**config.mk**
```make
export PLATFORM = sky130hd
export DESIGN_NAME = rf_writeback_ctrl_flat
export DESIGN_NICKNAME = d
export VERILOG_FILES = /design/src/rtl/rf_writeback_ctrl_if.sv /design/src/rtl/rf_writeback_ctrl.sv /design/src/flat_wrapper.sv
export SDC_FILE = /design/constraint.sdc
export NUM_CORES = 1
export LEC_CHECK = 0
export CORE_UTILIZATION = 54
export DETAILED_ROUTE_END_ITERATION = 8
export GPL_TIMING_DRIVEN = 0
export PLACE_DENSITY = 0.8
export SYNTH_ARGS = -nofsm -noshare
export SYNTH_HDL_FRONTEND = slang
export SYNTH_SLANG_ARGS = --single-unit
```
**constraint.sdc**
```tcl
create_clock -name clk -period 3.75 [get_ports clk]
set_input_delay 0.9375 -clock clk [delete_from_list [all_inputs] [get_ports clk]]
set_output_delay 0.9375 -clock clk [all_outputs]
set_load 0.1 [all_outputs]
```
**src/rtl/rf_writeback_ctrl_if.sv**
```systemverilog
// Bundle of write-back controller signals: ALU result input, load result input,
// register file write port and the status outputs.
interface rf_writeback_ctrl_if #(
    parameter int DEPTH  = 4,
    parameter int DATA_W = 32,
    parameter int ADDR_W = 5
);
    localparam int CNT_W = $clog2(DEPTH) + 1;

    logic                   alu_valid;
    logic [ADDR_W-1:0]      alu_rd;
    logic [DATA_W-1:0]      alu_data;
    // Load handshake: a transfer happens at a clock edge where mem_valid and
    // mem_ready are both high; mem_ready never depends on mem_valid, and a
    // source holding mem_valid keeps mem_rd/mem_data stable until accepted.
    logic                   mem_valid;
    logic                   mem_ready;
    logic [ADDR_W-1:0]      mem_rd;
    logic [DATA_W-1:0]      mem_data;
    logic                   writeReg;
    logic [ADDR_W-1:0]      write_reg_num;
    logic [DATA_W-1:0]      write_data;
    logic [(1<<ADDR_W)-1:0] pending_mask;
    logic [CNT_W-1:0]       fifo_count;
    logic                   order_err;

    modport master (
        output alu_valid, alu_rd, alu_data, mem_valid, mem_rd, mem_data,
        input  mem_ready, writeReg, write_reg_num, write_data,
               pending_mask, fifo_count, order_err
    );

    modport slave (
        input  alu_valid, alu_rd, alu_data, mem_valid, mem_rd, mem_data,
        output mem_ready, writeReg, write_reg_num, write_data,
               pending_mask, fifo_count, order_err
    );
endinterface

```
**src/rtl/rf_writeback_ctrl.sv**
```systemverilog
// Merges ALU results and FIFO-buffered load results onto one register file write port.
// Optional macro RF_WB_ZERO_DISCARD_EN: results targeting register 0 are dropped.
module rf_writeback_ctrl #(
    parameter int DEPTH  = 4,
    parameter int DATA_W = 32,
    parameter int ADDR_W = 5
) (
    input  logic                clk,
    input  logic                rst,
    rf_writeback_ctrl_if.slave  bus
);
    localparam int PTR_W = $clog2(DEPTH);
    localparam int CNT_W = PTR_W + 1;
    localparam int NREG  = 1 << ADDR_W;

    logic [ADDR_W-1:0] rd_mem_q   [DEPTH];
    logic [DATA_W-1:0] data_mem_q [DEPTH];

    logic [PTR_W-1:0]  rd_ptr_q, rd_ptr_d;
    logic [PTR_W-1:0]  wr_ptr_q, wr_ptr_d;
    logic [CNT_W-1:0]  count_q, count_d;
    logic              we_q, we_d;
    logic [ADDR_W-1:0] num_q, num_d;
    logic [DATA_W-1:0] data_q, data_d;
    logic              err_q, err_d;

    logic              mem_ready;
    logic              push;
    logic              pop;
    logic              hazard;
    logic [NREG-1:0]   pending;

    assign mem_ready = (count_q < CNT_W'(DEPTH));
    assign push      = bus.mem_valid && mem_ready;
    assign pop       = !bus.alu_valid && (count_q != '0);

    // Entry at offset i from the head is live when i < count.
    always_comb begin
        pending = '0;
        for (int i = 0; i < DEPTH; i++) begin
            if (CNT_W'(i) < count_q) begin
`ifdef RF_WB_ZERO_DISCARD_EN
                if (rd_mem_q[rd_ptr_q + PTR_W'(i)] != '0)
                    pending[rd_mem_q[rd_ptr_q + PTR_W'(i)]] = 1'b1;
`else
                pending[rd_mem_q[rd_ptr_q + PTR_W'(i)]] = 1'b1;
`endif
            end
        end
    end

`ifdef RF_WB_ZERO_DISCARD_EN
    assign hazard = bus.alu_valid && pending[bus.alu_rd] && (bus.alu_rd != '0);
`else
    assign hazard = bus.alu_valid && pending[bus.alu_rd];
`endif

    always_comb begin
        we_d     = 1'b0;
        num_d    = num_q;
        data_d   = data_q;
        rd_ptr_d = rd_ptr_q;
        wr_ptr_d = wr_ptr_q;
        count_d  = count_q;
        err_d    = err_q | hazard;

        if (bus.alu_valid) begin
            we_d   = 1'b1;
            num_d  = bus.alu_rd;
            data_d = bus.alu_data;
        end else if (pop) begin
            we_d     = 1'b1;
            num_d    = rd_mem_q[rd_ptr_q];
            data_d   = data_mem_q[rd_ptr_q];
            rd_ptr_d = rd_ptr_q + 1'b1;
        end
`ifdef RF_WB_ZERO_DISCARD_EN
        // The slot is still consumed; only the enable is suppressed.
        if (num_d == '0)
            we_d = 1'b0;
`endif
        if (push)
            wr_ptr_d = wr_ptr_q + 1'b1;
        if (push && !pop)
            count_d = count_q + 1'b1;
        else if (!push && pop)
            count_d = count_q - 1'b1;
    end

    always_ff @(posedge clk) begin
        if (!rst) begin
            rd_ptr_q <= '0;
            wr_ptr_q <= '0;
            count_q  <= '0;
            we_q     <= 1'b0;
            num_q    <= '0;
            data_q   <= '0;
            err_q    <= 1'b0;
        end else begin
            rd_ptr_q <= rd_ptr_d;
            wr_ptr_q <= wr_ptr_d;
            count_q  <= count_d;
            we_q     <= we_d;
            num_q    <= num_d;
            data_q   <= data_d;
            err_q    <= err_d;
        end
    end

    // Storage needs no reset: liveness is tracked by the pointers and count.
    always_ff @(posedge clk) begin
        if (rst && push) begin
            rd_mem_q[wr_ptr_q]   <= bus.mem_rd;
            data_mem_q[wr_ptr_q] <= bus.mem_data;
        end
    end

    assign bus.mem_ready     = mem_ready;
    assign bus.writeReg      = we_q;
    assign bus.write_reg_num = num_q;
    assign bus.write_data    = data_q;
    assign bus.pending_mask  = pending;
    assign bus.fifo_count    = count_q;
    assign bus.order_err     = err_q;
endmodule
```
**src/flat_wrapper.sv**
```systemverilog
// flat-port wrapper written by rule: the top's interface ports become plain ports
module rf_writeback_ctrl_flat 
#(
    parameter int DEPTH  = 4,
    parameter int DATA_W = 32,
    parameter int ADDR_W = 5
)
  (clk, rst, bus_alu_valid, bus_alu_rd, bus_alu_data, bus_mem_valid, bus_mem_rd, bus_mem_data, bus_mem_ready, bus_writeReg, bus_write_reg_num, bus_write_data, bus_pending_mask, bus_fifo_count, bus_order_err);
  rf_writeback_ctrl_if #(.DEPTH(DEPTH), .DATA_W(DATA_W), .ADDR_W(ADDR_W)) bus_i ();
  input  logic clk;
  input  logic rst;
  input wire logic [$bits(bus_i.alu_valid)-1:0] bus_alu_valid;
  input wire logic [$bits(bus_i.alu_rd)-1:0] bus_alu_rd;
  input wire logic [$bits(bus_i.alu_data)-1:0] bus_alu_data;
  input wire logic [$bits(bus_i.mem_valid)-1:0] bus_mem_valid;
  input wire logic [$bits(bus_i.mem_rd)-1:0] bus_mem_rd;
  input wire logic [$bits(bus_i.mem_data)-1:0] bus_mem_data;
  output wire logic [$bits(bus_i.mem_ready)-1:0] bus_mem_ready;
  output wire logic [$bits(bus_i.writeReg)-1:0] bus_writeReg;
  output wire logic [$bits(bus_i.write_reg_num)-1:0] bus_write_reg_num;
  output wire logic [$bits(bus_i.write_data)-1:0] bus_write_data;
  output wire logic [$bits(bus_i.pending_mask)-1:0] bus_pending_mask;
  output wire logic [$bits(bus_i.fifo_count)-1:0] bus_fifo_count;
  output wire logic [$bits(bus_i.order_err)-1:0] bus_order_err;
  assign bus_i.alu_valid = bus_alu_valid;
  assign bus_i.alu_rd = bus_alu_rd;
  assign bus_i.alu_data = bus_alu_data;
  assign bus_i.mem_valid = bus_mem_valid;
  assign bus_i.mem_rd = bus_mem_rd;
  assign bus_i.mem_data = bus_mem_data;
  assign bus_mem_ready = bus_i.mem_ready;
  assign bus_writeReg = bus_i.writeReg;
  assign bus_write_reg_num = bus_i.write_reg_num;
  assign bus_write_data = bus_i.write_data;
  assign bus_pending_mask = bus_i.pending_mask;
  assign bus_fifo_count = bus_i.fifo_count;
  assign bus_order_err = bus_i.order_err;
  rf_writeback_ctrl #(.DEPTH(DEPTH), .DATA_W(DATA_W), .ADDR_W(ADDR_W)) u_core (.clk(clk), .rst(rst), .bus(bus_i));
endmodule
```
-- After elaboration in Yosys (flattened, before gate mapping)
Memories as Yosys holds them, arrays and structs flattened. A register that Yosys moved wholly into a read port is not among the register bits.
Cells that the tools add are included.
- add/subtract/negate cells: 6
- multipliers: 0
- divide/modulo/power cells: 0
- $lt $le $gt $ge: 14
- equality and inequality tests: 0
- shift operators: 0
- multiplexer cells: 28
- bitwise gates (word level): 5
- reductions and logical operators: 17
- operators with widths (cell ; count):
    2-to-1 mux 32 bit ; 6
    OR 32 bit ; 3
    < comparator 5 x 6 -> 1 bit, second input constant ; 5
    demux 1 bit (select 5 bit) ; 4
    >= comparator 5 x 1 -> 1 bit, second input constant ; 4
    logical AND 1 bit ; 10
    2-to-1 mux 5 bit ; 2
    2-to-1 mux 1 bit ; 9
    2-to-1 mux 2 bit ; 4
    < comparator 1 x 3 -> 1 bit, first input constant ; 2
    < comparator 2 x 3 -> 1 bit, first input constant ; 2
    2-to-1 mux 3 bit ; 2
    binary-select mux 1 bit (select 5 bit) ; 1
    adder 2 x 1 -> 2 bit, second input constant ; 2
    adder 2 bit, second input constant ; 2
    nonzero test 2 bit ; 2
    adder 3 x 1 -> 3 bit, second input constant ; 1
    logical NOT 1 bit ; 3
    < comparator 3 bit, second input constant ; 1
    nonzero test 3 bit ; 1
    subtractor 3 x 1 -> 3 bit, second input constant ; 1
    AND reduction 2 bit ; 1
    inverter 1 bit ; 1
    OR 1 bit ; 1
- register bits after elaboration: 46
- latch bits: 0
- memory bits (writable): 148
- ROM bits: 0
- input bits: 78
- output and inout port bits: 75
- logic and storage cells: 79
- memories kept: 2
- memory list (memory ; depth ; width ; rd ports ; clocked after memory_dff ; write ports ; RTL line ; text):
    u_core.data_mem_q ; 4 ; 32 ; 1 ; 1 ; 1 ; rf_writeback_ctrl.sv:17 ; logic [DATA_W-1:0] data_mem_q [DEPTH];
    u_core.rd_mem_q ; 4 ; 5 ; 4 ; 1 ; 1 ; rf_writeback_ctrl.sv:16 ; logic [ADDR_W-1:0] rd_mem_q [DEPTH];

-- Logic depth before layout (Yosys ltp)
An unclocked memory read counts as a cell.
- depth in word-level cells: 16
- depth in mapped cells: 11
- mapped depth without buffers: 10

-- Worst setup path before layout
No wires, ideal clock.
- kind: reg-to-reg
- from: register u_core.count_q[1], in the netlist u_core.bus.fifo_count[1]
- to: register u_core.err_q, in the netlist u_core.bus.order_err
- library setup time: 0.060 ns
- arrival: 4.683 ns
- data required time: 3.690 ns
- setup slack: -0.993 ns
- cell stages (with the launch flop): 12
- path buffers: 1
- period minus slack after synthesis: 4.743 ns
- cell sequence: dfxtp_1 clkbuf_1 inv_1 ha_1 o21ba_2 nor2_1 or2_2 o221ai_1 mux4_2 a211oi_2 a311oi_1 a211o_1
- longest elaborated chain between the ends: 12
- elaborated cells on any way between the ends: 15
- classes of those cells: order compare: 4; mux: 6; bitwise: 4; reduce/logical: 1
- ends and longest elaborated chain (what ; RTL line ; text):
    start: declaration ; rf_writeback_ctrl.sv:21 ; logic [CNT_W-1:0] count_q, count_d;
    start signal: assignment ; rf_writeback_ctrl.sv:102 ; count_q <= count_d;
    < comparator 1 x 3 -> 1 bit ; rf_writeback_ctrl.sv:41 ; if (CNT_W'(i) < count_q) begin
    2-to-1 mux 32 bit ; rf_writeback_ctrl.sv:41 ;
    OR 32 bit (no source line) ; - ;
    2-to-1 mux 32 bit ; rf_writeback_ctrl.sv:41 ;
    OR 32 bit (no source line) ; - ;
    2-to-1 mux 32 bit ; rf_writeback_ctrl.sv:41 ;
    OR 32 bit (no source line) ; - ;
    2-to-1 mux 32 bit (*) ; rf_writeback_ctrl.sv:41 ;
    via bus_pending_mask[9] ; flat_wrapper.sv:22 ; output wire logic [$bits(bus_i.pending_mask)-1:0] bus_pending_mask;
    binary-select mux 1 bit (select 5 bit) (*) ; rf_writeback_ctrl.sv:55 ; assign hazard = bus.alu_valid && pending[bus.alu_rd];
    2-to-1 mux 1 bit (implied by the code) (*) ; rf_writeback_ctrl.sv:55 ;
    logical AND 1 bit (*) ; rf_writeback_ctrl.sv:55 ;
    OR 1 bit (*) ; rf_writeback_ctrl.sv:65 ; err_d = err_q | hazard;
    end signal: assignment ; rf_writeback_ctrl.sv:106 ; err_q <= err_d;
    end: declaration ; rf_writeback_ctrl.sv:25 ; logic err_q, err_d;
The timed path passes the listed nets; every way through them passes the cells marked *. The select of a mux whose other input is x is not followed.
A chain may end at the register's enable or synchronous reset.

==> metrics.log <==
[metrics] average detailed-routed wire length per instance: 26.6 um
[metrics] critical path type: reg -> out
[metrics] number of flops mapped to enable cells by yosys: 148
[metrics] total of flip-flops plus latches after synthesis: 196
[metrics] clock-pin slew on the worst setup and hold paths: 0.08 ns
[metrics] Worst Setup Slack, final: 0.0290 ns
[metrics] worst-case reg-to-reg path depth: 9
[metrics] initial DRC count: 764
[metrics] leak pwr: 4.55 nW
[metrics] post-layout min period: 3.72 ns
[metrics] warning count from the yosys run: 0
[metrics] internal reg-to-reg setup slack: 0.56 ns
[metrics] total met2 wirelength after detailed routing: 15700 um
[metrics] Port Buffers: 148
[metrics] Metal-1 WL: 11500 um
[metrics] worst-skew pair later-pin latency: 0.45 ns
[metrics] Row Count: 48
[metrics] total via count after detailed routing: 7697
[metrics] remaining routing DRC violations: 0
[metrics] DP HPWL: 21000 um
[metrics] gate count of the mapped netlist: 714
[metrics] number of nets in the layout: 1017
[metrics] syn avg cell area: 13.5 um2
[metrics] DR vias/cell: 6.58
[metrics] largest cells by area after synthesis: edfxtp_1 46%, mux4_2 10%, dfxtp_1 10%
[metrics] maximum vdd drop: 0.513 mV
[metrics] total power per unit cell area: 735 mW/mm2
[metrics] RR Endpoint: u_core.bus.write_data[19]$_SDFFE_PN0P_
[metrics] CTS H-tree depth: 4
[metrics] buffer levels on the longest clock path: 2
[metrics] critical path required time: 2.81 ns
[metrics] TritonCTS clock tree: built
[metrics] first-pass GRT wire length: 46000 um
[metrics] worst clock skew: 0.0132 ns
[metrics] fmax: 269 MHz
[metrics] share of the clock period used by the worst path: 0.992
[metrics] worst slack at placement: -0.727 ns
[metrics] final number of max-transition violations: 0
[metrics] Met3 Routed Length: 2470 um
[metrics] number of buffers created by CTS: 17
[metrics] Max FO, Critical Path: 10
[metrics] origin of the critical flop-to-flop path: u_core.bus.fifo_count[0]$_SDFFE_PN0P_
[metrics] final number of hold-violating endpoints: 0
[metrics] Worst Setup Start Kind: register
[metrics] number of primary I/O pins: 153
[metrics] global routing usage summed across all routing layers: 0.346
[metrics] number of global-route vias before repair: 7690
[metrics] area delta synth->final: 33.1%
[metrics] floorplan die width: 136 um
[metrics] Cell variety after synth: 63
[metrics] Die ar.: 0.0184 mm2
[metrics] starting utilization of the core area: 0.556
[metrics] max-cap viol count: 0
[metrics] hold slack final: 0.489 ns
[metrics] Non-Filler Cell Area, Final: 0.0128 mm2
[metrics] cell chosen for the clock root: clkbuf_16
[metrics] Hold Crit Endpoint: u_core.bus.order_err$_SDFF_PN0_
[metrics] highest routing layer actually used: met4
[metrics] result of the run: completed
[metrics] instance area at placement: 0.0116 mm2
[metrics] worst slew pin tran: 1.07 ns
[metrics] final antenna-violating net count: 0
[metrics] top flip-flop cell by instance count after synthesis: edfxtp_1
[metrics] hold_buf cts: 0
[metrics] initial antenna violation count: 1
[metrics] nature of the critical path endpoint: output pin
[metrics] Syn Nets: 801
[metrics] cell taking the most area after synthesis: edfxtp_1
[metrics] total iterations of the first detailed-routing run: 5
[metrics] Arrival @ worst endpoint: 2.78 ns
[metrics] fraction of final layout cells sized beyond drive strength 1: 0.257
[metrics] Setup Total Neg Slack: 0 ns
[metrics] async set-or-reset flop fraction in the synthesized netlist: 0
[metrics] portion of synthesized cell area occupied by the leading cell type: 0.461
[metrics] height of the die: 136 um
[metrics] Max transition margin: 0.287
[metrics] gp weighted congestion: 1.04
[metrics] pin count of the biggest net entering global routing: 34
[metrics] Final setup viols: 0
[metrics] overall power after layout: 9.44 mW
[metrics] Final Routed Wirelength: 31100 um
[metrics] Std-Cell Core Area: 0.0174 mm2
[metrics] Sinks on Clock Net: 196
[metrics] sequential area share after synthesis: 0.560
[metrics] hold_sp: u_core.bus.order_err$_SDFF_PN0_
[metrics] Min-Delay Path Depth: 1
[metrics] Hold Crit Class: reg -> reg
[metrics] setup repair after global routing missed its margin: true
[metrics] post-synthesis instance area: 0.00964 mm2
[metrics] GRT Residual Overflow: 0
[cells by family (layout without fill, tap and decap cells)]
logic type	Yosys count	after routing	synth area share
adder cells (fa/ha/maj)	9	9	0.0117
AND/OR/NAND/NOR	221	221	0.126
XOR/XNOR	5	5	0.00454
flip-flops	196	196	0.560
other	0	1	0
AO/OA/AOI/OAI	131	131	0.0972
buffers and inverters	57	284	0.0289
multiplexers	95	97	0.172
[critical path, stage by stage (launching register included)]
cell      delay (ns)
dfxtp_2         0.34
buf_8           0.17
mux4_2          0.60
buf_4           0.21
buf_4           0.15
nand3b_1        0.17
o22ai_1         0.21
a221o_1         0.24
buf_6           0.25
[stage by stage]
step	utilization	cells
3_5_place_dp	0.668	1091
2_1_floorplan	-	714
6_report	0.740	1169
5_1_grt	0.740	1169
4_1_cts	0.723	1154
3_3_place_gp	0.663	1087
[timing repair]
| action | in CTS | in global routing |
|---|---|---|
| setup endpoints to repair | 32 | 30 |
| gates cloned | 1 | 1 |
| setup buffers | 30 | 13 |
| pin swaps | 6 | 8 |
| resized for setup | 230 | 53 |
[power by group]
part / leakage, nW / internal (mW) / total (mW) / switching, mW
Clock: 0.299 / 0.923 / 1.85 / 0.930
Combinational: 2.51 / 1.77 / 4.88 / 3.12
Sequential: 1.74 / 2.57 / 2.70 / 0.129
[layout by cell type (no fill, tap or decap), types with 7 or more instances in the layout]
master	count
inv_1	8
edfxtp_1	148
nand2_1	56
nand3_1	11
mux4_2	51
nand3b_1	17
mux2i_1	40
o21ai_0	39
ha_1	8
o22ai_1	18
buf_4	49
clkinv_8	7
clkdlybuf4s50_1	116
clkbuf_1	21
dfxtp_1	43
and2_1	43
clkbuf_16	17
buf_6	18
nor3_1	8
nor2_1	22
buf_12	13
a211o_1	12
[worst max path at each step]
stage	start	end	cells after the start
floorplan	register	bus_pending_mask[20]	5
detailed placement	u_core.rd_ptr_q[1]$_SDFFE_PN0P_	bus_pending_mask[0]	6
finish	register	bus_pending_mask[26]	8
CTS	register	bus_pending_mask[0]	6
global placement	u_core.rd_ptr_q[1]$_SDFFE_PN0P_	bus_pending_mask[0]	6
global route	u_core.rd_ptr_q[0]$_SDFFE_PN0P_	bus_pending_mask[7]	8
[flip-flops by register name (all words and copies together) (netlist names), named ones only]
signal / cells
u_core.bus.fifo_count: 3
u_core.bus.order_err: 1
u_core.bus.writeReg: 1
u_core.bus.write_data: 32
u_core.bus.write_reg_num: 5
u_core.data_mem_q: 128
u_core.rd_mem_q: 20
u_core.rd_ptr_q: 2
u_core.wr_ptr_q: 2
[area by class of cell]
type / instances / area (um2)
sequential: 196 / 5420
fill: 1044 / 4520
multi-input combinational: 463 / 4190
timing repair buffer: 195 / 2000
clock buffer: 18 / 439
buffer: 47 / 287
tap: 225 / 282
clock inverter: 14 / 180
inverter: 10 / 43.8
antenna: 1 / 2.50
[layer usage]
layer / vias up / global-route usage
met5: - / 0
met4: 0 / 0.170
met3: 112 / 0.0718
met2: 526 / 0.595
met1: 3793 / 0.413
li1: 3266 / -
[cell usage after synthesis, types with 3 or more instances]
| master | count |
|---|---|
| or3_1 | 7 |
| buf_4 | 3 |
| mux4_2 | 43 |
| a22oi_1 | 6 |
| nand3b_1 | 17 |
| nor2_1 | 25 |
| and2_1 | 43 |
| a32oi_1 | 3 |
| a21oi_1 | 4 |
| and3b_1 | 4 |
| o22ai_1 | 24 |
| nand2b_1 | 5 |
| or3b_2 | 5 |
| mux2i_1 | 40 |
| edfxtp_1 | 148 |
| a211o_1 | 12 |
| nand2_1 | 58 |
| o211ai_1 | 6 |
| buf_1 | 4 |
| and3_1 | 10 |
| inv_1 | 10 |
| nor2b_1 | 5 |
| buf_6 | 4 |
| xnor2_1 | 4 |
| buf_2 | 4 |
| o221ai_1 | 3 |
| ha_1 | 9 |
| nor3_1 | 13 |
| dfxtp_1 | 48 |
| o21ai_0 | 39 |
| clkbuf_1 | 28 |
| mux4_1 | 10 |
| a221o_1 | 9 |
| nor3b_1 | 9 |
| a2111oi_0 | 5 |
| nand3_1 | 13 |
Note: power is estimated with default switching activity, not from simulation.
